===== src/rtl/reg_view_ctl.sv =====
// Button-driven mode/value/position controller for the register-display overlay.
// Optional auto-repeat on held up/down buttons is built when REG_VIEW_AUTOREPEAT_EN is defined.
module reg_view_ctl #(
  parameter int unsigned DEBOUNCE_FRAMES = 3,
  parameter int unsigned REPEAT_FRAMES   = 8,
  parameter int unsigned X_INIT          = 100,
  parameter int unsigned Y_INIT          = 100,
  parameter int unsigned X_MAX           = 576,
  parameter int unsigned Y_MAX           = 464,
  parameter int unsigned POS_STEP        = 4
) (
  input  logic       px_clk,
  input  logic       reset,
  input  logic       endframe,
  input  logic       btn_up,
  input  logic       btn_down,
  input  logic       btn_sel,
  output logic [7:0] register,
  output logic [9:0] x_pos,
  output logic [9:0] y_pos,
  output logic [1:0] mode
);

  typedef enum logic [1:0] {
    VALUE  = 2'd0,
    MOVE_X = 2'd1,
    MOVE_Y = 2'd2
  } mode_e;

  localparam logic [5:0]  DEB      = 6'(DEBOUNCE_FRAMES);
  localparam logic [5:0]  HOLD_MAX = 6'd63;
  localparam logic [10:0] STEP     = 11'(POS_STEP);
  localparam logic [10:0] XLIM     = 11'(X_MAX);
  localparam logic [10:0] YLIM     = 11'(Y_MAX);

  // Bit order for button vectors: 0 = up, 1 = down, 2 = sel.
  logic [2:0]      sync1_q, sync2_q;
  logic            ef_q, ef_prev_q;
  logic            tick;
  logic [2:0][5:0] hold_q, hold_d;
  logic [2:0]      press;
  logic            up_ev, dn_ev;

  mode_e       mode_q, mode_d;
  logic [7:0]  register_q, register_d;
  logic [9:0]  x_q, x_d, y_q, y_d;

  function automatic logic [9:0] step_pos(input logic [9:0] pos, input logic inc,
                                          input logic [10:0] lim);
    logic [10:0] wide;
    wide = {1'b0, pos};
    if (inc) begin
      wide = wide + STEP;
      if (wide > lim) wide = lim;
    end else if (wide < STEP) begin
      wide = '0;
    end else begin
      wide = wide - STEP;
    end
    return wide[9:0];
  endfunction

  always_comb begin
    tick   = ef_q & ~ef_prev_q;
    hold_d = hold_q;
    press  = '0;
    if (tick) begin
      for (int unsigned i = 0; i < 3; i++) begin
        if (!sync2_q[i]) hold_d[i] = '0;
        else if (hold_q[i] != HOLD_MAX) hold_d[i] = hold_q[i] + 6'd1;
        press[i] = sync2_q[i] && (hold_d[i] == DEB);
      end
    end
  end

`ifdef REG_VIEW_AUTOREPEAT_EN
  localparam logic [5:0] RPT_LAST = 6'(REPEAT_FRAMES - 1);

  // Repeat phase counts ticks since the last up/down event, independent of the saturating hold count.
  logic [1:0][5:0] rpt_q, rpt_d;
  logic [1:0]      rpt_ev;

  always_comb begin
    rpt_d  = rpt_q;
    rpt_ev = '0;
    if (tick) begin
      for (int unsigned i = 0; i < 2; i++) begin
        if (!sync2_q[i] || hold_d[i] <= DEB) begin
          rpt_d[i] = '0;
        end else if (rpt_q[i] == RPT_LAST) begin
          rpt_d[i]  = '0;
          rpt_ev[i] = 1'b1;
        end else begin
          rpt_d[i] = rpt_q[i] + 6'd1;
        end
      end
    end
  end

  always_ff @(posedge px_clk or posedge reset) begin
    if (reset) rpt_q <= '0;
    else       rpt_q <= rpt_d;
  end

  assign up_ev = press[0] | rpt_ev[0];
  assign dn_ev = press[1] | rpt_ev[1];
`else
  assign up_ev = press[0];
  assign dn_ev = press[1];
`endif

  always_comb begin
    mode_d     = mode_q;
    register_d = register_q;
    x_d        = x_q;
    y_d        = y_q;
    if (tick) begin
      case (mode_q)
        VALUE, MOVE_X, MOVE_Y: begin
          if (press[2]) begin
            case (mode_q)
              VALUE:   mode_d = MOVE_X;
              MOVE_X:  mode_d = MOVE_Y;
              default: mode_d = VALUE;
            endcase
          end else if (up_ev ^ dn_ev) begin
            case (mode_q)
              VALUE:   register_d = up_ev ? register_q + 8'd1 : register_q - 8'd1;
              MOVE_X:  x_d = step_pos(x_q, up_ev, XLIM);
              default: y_d = step_pos(y_q, up_ev, YLIM);
            endcase
          end
        end
        default: mode_d = VALUE;
      endcase
    end
  end

  // Edge history resets high so an endframe already high at reset release gives no tick.
  always_ff @(posedge px_clk or posedge reset) begin
    if (reset) begin
      sync1_q    <= '0;
      sync2_q    <= '0;
      ef_q       <= 1'b1;
      ef_prev_q  <= 1'b1;
      hold_q     <= '0;
      mode_q     <= VALUE;
      register_q <= '0;
      x_q        <= 10'(X_INIT);
      y_q        <= 10'(Y_INIT);
    end else begin
      sync1_q    <= {btn_sel, btn_down, btn_up};
      sync2_q    <= sync1_q;
      ef_q       <= endframe;
      ef_prev_q  <= ef_q;
      hold_q     <= hold_d;
      mode_q     <= mode_d;
      register_q <= register_d;
      x_q        <= x_d;
      y_q        <= y_d;
    end
  end

  assign register = register_q;
  assign x_pos    = x_q;
  assign y_pos    = y_q;
  assign mode     = mode_q;

endmodule


===== config.mk =====
export PLATFORM = sky130hd
export DESIGN_NAME = reg_view_ctl
export DESIGN_NICKNAME = d
export VERILOG_FILES = /design/src/rtl/reg_view_ctl.sv
export SDC_FILE = /design/constraint.sdc
export NUM_CORES = 1
export LEC_CHECK = 0
export BUFFER_PORTS_ARGS = -buffer_cell sky130_fd_sc_hd__buf_4
export CORE_MARGIN = 3
export CORE_UTILIZATION = 40
export CTS_BUF_LIST = sky130_fd_sc_hd__clkbuf_16
export DETAILED_ROUTE_END_ITERATION = 6
export SYNTH_ARGS = -nofsm -noshare
export SYNTH_HDL_FRONTEND = slang
export SYNTH_SLANG_ARGS = --single-unit

===== constraint.sdc =====
create_clock -name px_clk -period 4.29 [get_ports px_clk]
set_clock_uncertainty 0.1 [all_clocks]
set_input_delay 0.429 -clock px_clk [delete_from_list [all_inputs] [get_ports px_clk]]
set_output_delay 0.429 -clock px_clk [all_outputs]
set_load 0.005 [all_outputs]

After elaboration in Yosys (flattened, before gate mapping) --
Index checks and enable logic that the tools add are counted.
Word-level totals: input port bits 6, logic and storage cells 68, output and inout bits 30, bits in registers 56
Cells by class: add/subtract/negate cells 9, bitwise gates (word level) 5, muxes and demuxes 20, order comparisons 4, equality and inequality tests 9, reduce and logical (&&, ||, !) cells 10
Operators with widths (number):
- 2-to-1 mux 10 bit | 6
- 2-to-1 mux 6 bit | 9
- adder 10 x 3 -> 11 bit, second input constant | 2
- < comparator 10 x 3 -> 1 bit, second input constant | 2
- subtractor 10 x 3 -> 10 bit, second input constant | 2
- adder 6 x 1 -> 6 bit, second input constant | 3
- equality test 6 x 2 -> 1 bit, second input constant | 3
- != test 6 bit, second input constant | 3
- AND reduction 5 bit | 3
- > comparator 11 x 10 -> 1 bit, second input constant | 1
- > comparator 11 x 9 -> 1 bit, second input constant | 1
- adder 8 x 1 -> 8 bit, second input constant | 1
- 2-to-1 mux 8 bit | 1
- subtractor 8 x 1 -> 8 bit, second input constant | 1
- 2-to-1 mux 2 bit | 2
- case mux 2 bit (2 select lines) | 1
- logical AND 1 bit | 3
- 2-to-1 mux 3 bit | 1
- inverter 1 bit | 3
- OR reduction 3 bit | 1
- equality test 2 x 1 -> 1 bit, second input constant | 1
- equality test 2 bit, second input constant | 1
- zero test 2 bit | 1
- != test 2 bit, second input constant | 1
- 4 further kinds | 4

Depth between registers and ports, before layout --
Gate-level depths: netlist of the first run.
depth after elaboration 9, mapped depth 14, mapped depth without buffers 14

Worst setup path after synthesis of the first run --
OpenSTA, ideal clock, no wires.
path type reg-to-reg, start reg hold_q[1] in the netlist's numbering, end reg register_q[7], in the netlist register[7], path slack 1.036 ns, clock period less this slack 3.254 ns, required time 4.067 ns, buffers on the path 0, data arrival time 3.032 ns, library setup time 0.123 ns, stages on the path, launching flop included 15, cell sequence dfrtp_1 ha_1 nand2_1 nor3_2 o221ai_2 nor2_1 inv_2 ha_1 a21o_1 a21oi_1 o21ai_0 o41ai_1 xor2_1 nand2_1 xnor2_1
On the way: longest elaborated chain between the ends 9, elaborated cells on any way between the ends 11, classes of those cells add/sub: 1; eq/ne: 2; mux: 5; bitwise: 1; reduce/logical: 2
Ends and longest elaborated chain:
- start, declared | RTL line 40 | logic [2:0][5:0] hold_q, hold_d;
- start signal, assigned | RTL line 156 | hold_q <= hold_d;
- adder 6 x 1 -> 6 bit / != test 6 bit (equally long branches) | RTL line 70 | else if (hold_q[i] != HOLD_MAX) hold_d[i] = hold_q[i] + 6'd1;
- 2-to-1 mux 6 bit * | RTL line 70
- 2-to-1 mux 6 bit * | RTL line 69 | if (!sync2_q[i]) hold_d[i] = '0;
- 2-to-1 mux 6 bit * | RTL line 67 | if (tick) begin
- equality test 6 x 2 -> 1 bit * | RTL line 71 | press[i] = sync2_q[i] && (hold_d[i] == DEB);
- logical AND 1 bit * | RTL line 71
- 2-to-1 mux 3 bit * | RTL line 67
- bitwise XOR 1 bit | RTL line 126 | end else if (up_ev ^ dn_ev) begin
- AND reduction 5 bit (no source line)
- end signal, assigned | RTL line 158 | register_q <= register_d;
- end, declared | RTL line 45 | logic [7:0] register_q, register_d;
Every way passes the cells marked *; elsewhere a longest branch is shown, timed or not. The select of a mux whose other input is x is not followed. A chain may end at the register's enable or synchronous reset.

Worst setup path after layout of the first run --
start reg hold_q[0] in the netlist's numbering, end reg register_q[7], in the netlist register[7]
The elaborated chain is that of the path after synthesis.

==> results of run 1 <==
area by class of cell:
class	count	area [µm²]	area share, %
clock inverter	3	20.0	0.493
clock buffer	5	125	3.08
tap	108	135	3.33
multi-input combinational	324	2150	52.8
inverter	17	63.8	1.57
timing repair buffer	35	263	6.47
sequential	52	1310	32.3
final timing paths:
path / startpoint / endpoint / slack, ns
min in group px_clk: btn_down / sync1_q[1]$_DFF_PP0_ / 0.14
max reg2reg: hold_q[0]$_DFFE_PP0P_ / register[7]$_DFFE_PP0P_ / 0.55
max: hold_q[0]$_DFFE_PP0P_ / register[7]$_DFFE_PP0P_ / 0.55
min reg2reg: sync1_q[1]$_DFF_PP0_ / sync2_q[1]$_DFF_PP0_ / 0.26
min: reset / register[4]$_DFFE_PP0P_ / 0.03
max in group asynchronous: reset / ef_q$_DFF_PP1_ / 3.25
where the power goes:
group | total [mW] | switching [mW] | internal (mW)
clock network | 0.394 | 0.178 | 0.215
logic | 0.599 | 0.305 | 0.294
registers | 0.673 | 0.111 | 0.562
total | 1.67 | 0.594 | 1.07
critical path, delay by kind of cell (launching register included):
| kind | cells | cell delay (ns) |
|---|---|---|
| simple gates | 4 | 0.81 |
| compound gates | 5 | 1.07 |
| flops | 1 | 0.50 |
| buf+inv | 1 | 0.19 |
| fa+ha+maj | 2 | 0.64 |
| xor+xnor | 2 | 0.32 |
stage by stage:
stage | total power, mW | hold slack, ns | cell area, µm² | utilization [%]
after global placement | 1.27 | 0.234 | 3920 | 44.7
after global routing | 1.80 | 0.0683 | 4060 | 46.4
after CTS | 1.69 | 0.0466 | 4060 | 46.4
after floorplan | 1.10 | 0.231 | 3650 | -
after detailed placement | 1.28 | 0.244 | 3920 | 44.7
final | 1.67 | 0.0330 | 4060 | 46.4
registers in the layout, summed over array words and instances, names as in the netlist:
signal / cells
sync1_q: 3
ef_q: 1
register: 8
x_pos: 8
sync2_q: 3
y_pos: 8
ef_prev_q: 1
hold_q: 18
mode: 2
cells in the mapped netlist (all sizes together), types with 2 or more instances:
cell	n	area [µm²]
or3	3	18.8
nand4	7	43.8
o221ai	2	23.8
nand4b	2	17.5
a221oi	4	35.0
nor3b	2	15.0
o21a	3	23.8
buf	13	80.1
xor2	2	17.5
a31oi	9	56.3
nor4b	3	26.3
xnor2	9	78.8
and4	2	17.5
and2	6	37.5
nand2	30	113
o31ai	9	67.6
o21ai	25	129
nor2	30	115
ha	13	163
clkbuf	14	52.6
o41ai	2	17.5
mux2	10	113
nand3b	4	30.0
and3	8	56.3
a21o	4	30.0
dfrtp	44	1100
or2	3	18.8
nand3	10	50.1
nor3	24	140
nor2b	3	18.8
o32ai	2	17.5
dfstp	8	210
a21oi	39	195
o22a	2	17.5
or4	2	18.8
o21bai	4	30.0
a211oi	5	37.5
mux2i	4	40.0
nor4	3	18.8
nand2b	6	37.5
inv	17	63.8
a22o	8	70.1
per-layer routing:
metal	vias to the layer above	GRT usage, %	part of all wire (%)
met5	-	0	0
met4	0	4.81	1.6
met3	10	2.89	3.8
met2	69	26.9	47
met1	1547	22.6	48
li1	1584	-	-
cell families after synthesis:
kind of cell,count (synthesis),share of synthesized area (%)
AOI/OAI and AO/OA,130,24.0
xor gates and xnor gates,11,2.65
adders and majority gates,14,5.02
buffers and inverters,44,5.40
DFF,52,36.1
muxes,14,4.20
other,1,0.103
and+or+nand+nor,151,22.6
==> reports/results.ini, run 1 <==
[cts]
worst_skew_late_latency_ns = 0.29
clock_tree_sinks = 52
clockBufferDepth = 2
tritoncts = built
cts_root_buffer = sky130_fd_sc_hd__clkbuf_16
postCtsSetupRepairBufs = 0
path_clk_slew_ns = 0.07
number_of_clock_buffers_inserted_by_tritoncts = 5
cts_resized = 0
postCtsHoldBufs = 0
ctsHtreeMaxLevel = 2

[yosys]
post_synth_edffs = 0
ys_ff_latch = 52
synthesis.yosys.warnings = 0
synth_area_um2 = 3640
synthesis.area_per_instance_um2 = 8.72
postSynthCellCount = 417
synth_sequential_area_ratio_pct = 36.1
synth-async-reset-ratio_pct = 100
synth_top_flop_cell = sky130_fd_sc_hd__dfrtp_1
yosysUniqueCellTypes = 74

[placement]
post-place-ws_ns = 0.545
port_buffers = 31
place.detailed.hpwl_um = 5930
finalWeightedCongestion = 0.864
dp_cells = 536

[sta]
fin_crit_sh_pct = 87.2
timing_max_transition_violations_final = 0
maxClockFrequency_mhz = 267
report.final.setup_viol = 0
worst_slew_pin_slew_ns = 0.701
final_hold_viol_count = 0
final_critical_path_setup_slack_ns = 0.547
grt_setup_unrepaired = false
setup_tns_ns = 0
slew_headroom_pct = 53.3
min_period_ns = 3.74

[min_path]
hold_path.class = in -> async

[global_routing]
grt_start_max_net_pins = 34
globalRouteOverflowTotal = 0
overall_track_demand_over_capacity_in_global_routing_pct = 16.5
grt_pass1_wl_um = 13900
initial_antenna_violation_count = 0
grt_pass1_vias = 2929

[route]
iter_0_drt_violations = 187
drt-total-wl_um = 8310
drc_errors = 0
detailedRoute.firstPassIterationCount = 4
route.vias.total = 3210
drt.antenna.violating_nets = 0
post_drt_wl_per_cell_um = 15.3
vias_per_cell = 5.90

[worst_setup_path]
crit_required_ns = 4.37
critPathArrivalTime_ns = 3.82
critical_path_class = reg -> reg
crit_slowest_cell = sky130_fd_sc_hd__dfrtp_1
worstRegToRegCells = 14
startpoint_type = flip-flop
critical-path-max-stage-delay_ns = 0.50
timing.critical_path.fanout_max = 15
critical_path_cell_by_cell = ha_1 -> nand2_1 -> nor3_2 -> o221ai_2 -> nor2_1 -> inv_2 -> ha_1 -> a21o_1 -> a21oi_1 -> o21ai_0 -> o41ai_1 -> xor2_1 -> nand2_1 -> xnor2_1
worstSetupEndpointType = flip-flop

[cells_and_area]
layout.filler_cells = 867
layout-drive-gt1-share_pct = 17.7
n_antenna_cell = 0
final_nets = 455
areaGrowthSynthToFinish_pct = 11.7
final_cell_count_no_fill = 544
layout.cells.most_common = sky130_fd_sc_hd__dfrtp_1
most-common-layout-cells = 44 x sky130_fd_sc_hd__dfrtp_1, 39 x sky130_fd_sc_hd__a21oi_1, 35 x sky130_fd_sc_hd__buf_4

[power_and_ir_drop]
max_vdd_drop_mv = 0.188
power.density_cell_area_nw_per_um2 = 410
leakage_nw = 1.77

[floorplanning]
floorplan.die_area_um2 = 10300
ioPinCount = 36
core_area_um2 = 8760
die_x_um = 101
floorplan.initialDensity_pct = 41.5
std_cell_rows = 34
die_height_um = 101

[run]
max_capacitance_violation_count = 0

[status]
status = finished clean

No activity file was read; power rests on OpenSTA's default activity.
==> run 2, diff against run 1 <==
--- a/config.mk
+++ b/config.mk
@@ -5,11 +5,11 @@
 export SDC_FILE = /design/constraint.sdc
 export NUM_CORES = 1
 export LEC_CHECK = 0
-export BUFFER_PORTS_ARGS = -buffer_cell sky130_fd_sc_hd__buf_4
 export CORE_MARGIN = 3
 export CORE_UTILIZATION = 40
 export CTS_BUF_LIST = sky130_fd_sc_hd__clkbuf_16
 export DETAILED_ROUTE_END_ITERATION = 6
+export DONT_BUFFER_PORTS = 1
 export SYNTH_ARGS = -nofsm -noshare
 export SYNTH_HDL_FRONTEND = slang
 export SYNTH_SLANG_ARGS = --single-unit
==> run 2 against run 1 <==
Compared with the run above: via count decreased by 4.5%; critical path type unchanged; maximum frequency decreased by 2.6%; wire length decreased by 4.2%; sequential power increased by 1%; largest cell class unchanged; sequential share of layout area increased by 2.0 points; register-to-register slack got worse by 0.099 ns.
==> reports/results.ini, run 2 (same netlist as run 1, synthesis figures left out) <==
[status]
status = finished clean

[route]
drt-total-wl_um = 7970
drc_errors = 0
post_drt_wl_per_cell_um = 15.6
vias_per_cell = 5.99
drt.antenna.violating_nets = 0
route.vias.total = 3065
detailedRoute.firstPassIterationCount = 4
iter_0_drt_violations = 179

[sta]
maxClockFrequency_mhz = 260
slew_headroom_pct = 31.9
worst_slew_pin_slew_ns = 1.02
grt_setup_unrepaired = false
min_period_ns = 3.84
fin_crit_sh_pct = 89.6
final_hold_viol_count = 0
final_critical_path_setup_slack_ns = 0.448
timing_max_transition_violations_final = 0
report.final.setup_viol = 0
setup_tns_ns = 0

[floorplanning]
die_x_um = 101
std_cell_rows = 34
ioPinCount = 36
floorplan.initialDensity_pct = 41.5
floorplan.die_area_um2 = 10300
die_height_um = 101
core_area_um2 = 8760

[placement]
placement_cell_area_um2 = 3680
post-place-ws_ns = 0.546
place.detailed.hpwl_um = 5640
finalWeightedCongestion = 0.905
port_buffers = 0

[worst_setup_path]
crit_required_ns = 4.37
critical_path_class = reg -> reg
startpoint_type = flip-flop
critPathArrivalTime_ns = 3.92
worstSetupEndpointType = flip-flop
timing.critical_path.fanout_max = 15

[cts]
ctsHtreeMaxLevel = 2
postCtsHoldBufs = 0
tritoncts = built
path_clk_slew_ns = 0.08
number_of_clock_buffers_inserted_by_tritoncts = 5
cts_root_buffer = sky130_fd_sc_hd__clkbuf_16
worst_skew_late_latency_ns = 0.30
clockBufferDepth = 2
clock_tree_sinks = 52
postCtsSetupRepairBufs = 0
cts_resized = 0

[global_routing]
globalRouteOverflowTotal = 0
overall_track_demand_over_capacity_in_global_routing_pct = 16.4
initial_antenna_violation_count = 0
grt_pass1_vias = 2887
grt_pass1_wl_um = 13900
grt_start_max_net_pins = 53

[cells_and_area]
n_antenna_cell = 0
layout.cells.most_common = sky130_fd_sc_hd__dfrtp_1
layout-drive-gt1-share_pct = 11.4
final_nets = 423
most-common-layout-cells = 44 x sky130_fd_sc_hd__dfrtp_1, 39 x sky130_fd_sc_hd__a21oi_1, 30 x sky130_fd_sc_hd__nand2_1
final_util_pct = 43.7
register_with_the_most_flip_flops = hold_q
largest_register_ff_count = 18
post-route-cell-area_um2 = 3830
areaGrowthSynthToFinish_pct = 5.33

[power_and_ir_drop]
final_power_mw = 1.61
max_vdd_drop_mv = 0.178
power.density_cell_area_nw_per_um2 = 421
leakage_nw = 1.60

[run]
max_capacitance_violation_count = 0

[min_path]
hold_path.class = in -> reg

-- run 2: cell type report --
| cell class | instances | area [µm²] |
|---|---|---|
| multi-input combinational | 324 | 2150 |
| clock buffer | 5 | 125 |
| timing repair buffer | 3 | 22.5 |
| sequential | 52 | 1310 |
| inverter | 17 | 63.8 |
| clock inverter | 3 | 27.5 |
| tap | 108 | 135 |
| fill | 849 | 4930 |
-- run 2: metrics by stage --
stage                     hold WS [ns]  cells
after global placement           0.234    504
after detailed placement         0.236    504
final                           0.0204    512
after CTS                       0.0159    512
after global routing           0.00631    512
after floorplan                  0.231    420
-- run 2: per-layer routing --
metal | track usage (%) | vias up | share of wire [%]
li1 | - | 1523 | -
met1 | 23.3 | 1484 | 48
met2 | 25.2 | 54 | 46
met3 | 3.58 | 4 | 5.2
met4 | 4.40 | 0 | 0.88
met5 | 0 | - | 0
-- run 2: where the power goes --
part	total, mW	internal (mW)	switching (mW)
Sequential	0.681	0.562	0.119
Clock	0.411	0.222	0.190
Combinational	0.522	0.240	0.283
-- run 2: final timing paths --
check | endpoint | slack (ns) | from | cells past startpoint
max in group asynchronous | hold_q[15]$_DFFE_PP0P_ | 3.55 | reset | 2
max reg2reg | register[7]$_DFFE_PP0P_ | 0.45 | hold_q[0]$_DFFE_PP0P_ | 14
max | register[7]$_DFFE_PP0P_ | 0.45 | hold_q[0]$_DFFE_PP0P_ | 14
min | ef_q$_DFF_PP1_ | 0.02 | endframe | 0
min reg2reg | sync2_q[1]$_DFF_PP0_ | 0.25 | sync1_q[1]$_DFF_PP0_ | 0
min in group asynchronous | x_pos[3]$_DFFE_PP0P_ | 0.10 | reset | 2
-- run 2: worst max-delay path: stages (launching register included) --
cell                       delay (ns)
sky130_fd_sc_hd__dfrtp_1         0.50
sky130_fd_sc_hd__ha_1            0.33
sky130_fd_sc_hd__nand2_1         0.15
sky130_fd_sc_hd__nor3_2          0.32
sky130_fd_sc_hd__o221ai_2        0.21
sky130_fd_sc_hd__nor2_1          0.25
sky130_fd_sc_hd__inv_2           0.20
sky130_fd_sc_hd__ha_1            0.32
sky130_fd_sc_hd__a21o_1          0.18
sky130_fd_sc_hd__a21oi_1         0.21
sky130_fd_sc_hd__o21ai_0         0.19
sky130_fd_sc_hd__o41ai_1         0.37
sky130_fd_sc_hd__xor2_1          0.18
sky130_fd_sc_hd__nand2_1         0.08
sky130_fd_sc_hd__xnor2_1         0.14
==> run 3, diff against run 2 <==
==> constraint.sdc (replaced) <==
create_clock -name px_clk -period 4.29 [get_ports px_clk]
set_clock_uncertainty 0.1 [all_clocks]
set_input_delay 0.429 -clock px_clk [delete_from_list [all_inputs] [get_ports px_clk]]
set_output_delay 0.429 -clock px_clk [all_outputs]
set_load 0.05 [all_outputs]
==> run 3 against run 2 <==
Compared with the run above: clock-buffer cell count unchanged; first-iteration DRC count fell by 20%; final area did not move; largest power group unchanged.
==> reports/results.ini, run 3 (same netlist as run 1, synthesis figures left out) <==
[cells_and_area]
most-common-layout-cells = 44 x sky130_fd_sc_hd__dfrtp_1, 39 x sky130_fd_sc_hd__a21oi_1, 30 x sky130_fd_sc_hd__nand2_1
layout-drive-gt1-share_pct = 11.4
register_with_the_most_flip_flops = hold_q
largest_register_ff_count = 18
layout.filler_cells = 862
n_antenna_cell = 0
layout.cells.most_common = sky130_fd_sc_hd__dfrtp_1
areaGrowthSynthToFinish_pct = 5.33
final_nets = 423

[placement]
place.detailed.hpwl_um = 5560
post-place-ws_ns = 0.508
finalWeightedCongestion = 0.892
port_buffers = 0

[floorplanning]
core_area_um2 = 8760
die_x_um = 101
ioPinCount = 36
std_cell_rows = 34
floorplan.die_area_um2 = 10300
die_height_um = 101
floorplan.initialDensity_pct = 41.5

[sta]
timing_max_transition_violations_final = 0
worst_slew_pin_slew_ns = 0.852
fin_crit_sh_pct = 89.1
final_hold_viol_count = 0
min_period_ns = 3.82
grt_setup_unrepaired = false
slew_headroom_pct = 43.2
maxClockFrequency_mhz = 262
final_critical_path_setup_slack_ns = 0.467
setup_tns_ns = 0
report.final.setup_viol = 0

[cts]
cts_resized = 0
postCtsSetupRepairBufs = 0
ctsHtreeMaxLevel = 2
path_clk_slew_ns = 0.08
number_of_clock_buffers_inserted_by_tritoncts = 5
worst_skew_late_latency_ns = 0.29
tritoncts = built
clock_tree_sinks = 52
clockBufferDepth = 2
postCtsHoldBufs = 0
cts_root_buffer = sky130_fd_sc_hd__clkbuf_16

[power_and_ir_drop]
final_power_mw = 1.77
clock_power_share_pct = 23.3
max_vdd_drop_mv = 0.180
power_frac_seq_pct = 47.1
total_switching_power_uw = 753
netSwitchingFraction_pct = 42.5
intPower_mw = 1.02
leakage_nw = 1.60
power.density_cell_area_nw_per_um2 = 463
comb_power_share_pct = 29.6

[route]
vias_per_cell = 5.90
route.vias.total = 3022
route.met3.wl_um = 415
drc_errors = 0
iter_0_drt_violations = 143
met2_wirelength_um = 3650
detail_route.wirelength.met1_um = 3790
top_metal_used = met4
post_drt_wl_per_cell_um = 15.5
drt-total-wl_um = 7960
drt.antenna.violating_nets = 0
detailedRoute.firstPassIterationCount = 4

[global_routing]
globalRouteOverflowTotal = 0
grt_start_max_net_pins = 53
grt_pass1_wl_um = 13600
grt_pass1_vias = 2808
overall_track_demand_over_capacity_in_global_routing_pct = 16.1
initial_antenna_violation_count = 0

[worst_setup_path]
critPathArrivalTime_ns = 3.89
critical_path_class = reg -> reg
crit_required_ns = 4.35
startpoint_type = flip-flop
timing.critical_path.fanout_max = 15
worstSetupEndpointType = flip-flop

[status]
status = finished clean

[run]
max_capacitance_violation_count = 0

[min_path]
hold_path.class = in -> reg

[run 3: cell counts in the layout (fill, tap and decap cells not counted)]
No cell type changed its count.
[run 3: area by class of cell]
| cell class | count | area (µm²) | share of cell area (%) |
|---|---|---|---|
| clock buffer | 5 | 125 | 3.27 |
| clock inverter | 3 | 27.5 | 0.718 |
| inverter | 17 | 63.8 | 1.67 |
| multi-input combinational | 324 | 2150 | 56.0 |
| sequential | 52 | 1310 | 34.2 |
| tap | 108 | 135 | 3.53 |
| timing repair buffer | 3 | 22.5 | 0.588 |
[run 3: worst paths after layout]
path / end / slack (ns) / startpoint / depth (start not counted)
min in group asynchronous: x_pos[9]$_DFFE_PP0P_ / 0.09 / reset / 2
min: ef_q$_DFF_PP1_ / 0.02 / endframe / 0
max: register[7]$_DFFE_PP0P_ / 0.47 / hold_q[0]$_DFFE_PP0P_ / 14
max in group asynchronous: y_pos[9]$_DFFE_PP0P_ / 3.55 / reset / 2
max reg2reg: register[7]$_DFFE_PP0P_ / 0.47 / hold_q[0]$_DFFE_PP0P_ / 14
min reg2reg: sync2_q[1]$_DFF_PP0_ / 0.25 / sync1_q[1]$_DFF_PP0_ / 0
[run 3: power by group through the flow]
stage / Clock (mW) / Sequential, mW / Combinational, mW
5_1_grt: 0.456 / 0.852 / 0.601
6_report: 0.414 / 0.835 / 0.524
2_1_floorplan: 0 / 0.790 / 0.476
3_5_place_dp: 0 / 0.845 / 0.522
3_3_place_gp: 0 / 0.844 / 0.519
4_1_cts: 0.434 / 0.836 / 0.525
[run 3: through the flow]
stage	instance area, µm²	hold slack, ns	instances	utilization, %
after floorplan	3650	0.231	420	-
after global placement	3680	0.233	504	42.0
after detailed placement	3680	0.236	504	42.0
after CTS	3830	0.0120	512	43.7
after global routing	3830	0.00378	512	43.7
final	3830	0.0221	512	43.7
[run 3: per-layer routing]
| metal | vias up | track usage, % |
|---|---|---|
| met5 | - | 0 |
| met4 | 0 | 5.11 |
| met3 | 8 | 3.86 |
| met2 | 54 | 25.1 |
| met1 | 1445 | 22.1 |
| li1 | 1515 | - |
[run 3: worst max-delay path: stages, from the launching register on]
cell,delay (ns)
sky130_fd_sc_hd__dfrtp_1,0.50
sky130_fd_sc_hd__ha_1,0.33
sky130_fd_sc_hd__nand2_1,0.15
sky130_fd_sc_hd__nor3_2,0.32
sky130_fd_sc_hd__o221ai_2,0.21
sky130_fd_sc_hd__nor2_1,0.25
sky130_fd_sc_hd__inv_2,0.20
sky130_fd_sc_hd__ha_1,0.31
sky130_fd_sc_hd__a21o_1,0.17
sky130_fd_sc_hd__a21oi_1,0.22
sky130_fd_sc_hd__o21ai_0,0.17
sky130_fd_sc_hd__o41ai_1,0.38
sky130_fd_sc_hd__xor2_1,0.18
sky130_fd_sc_hd__nand2_1,0.08
sky130_fd_sc_hd__xnor2_1,0.13
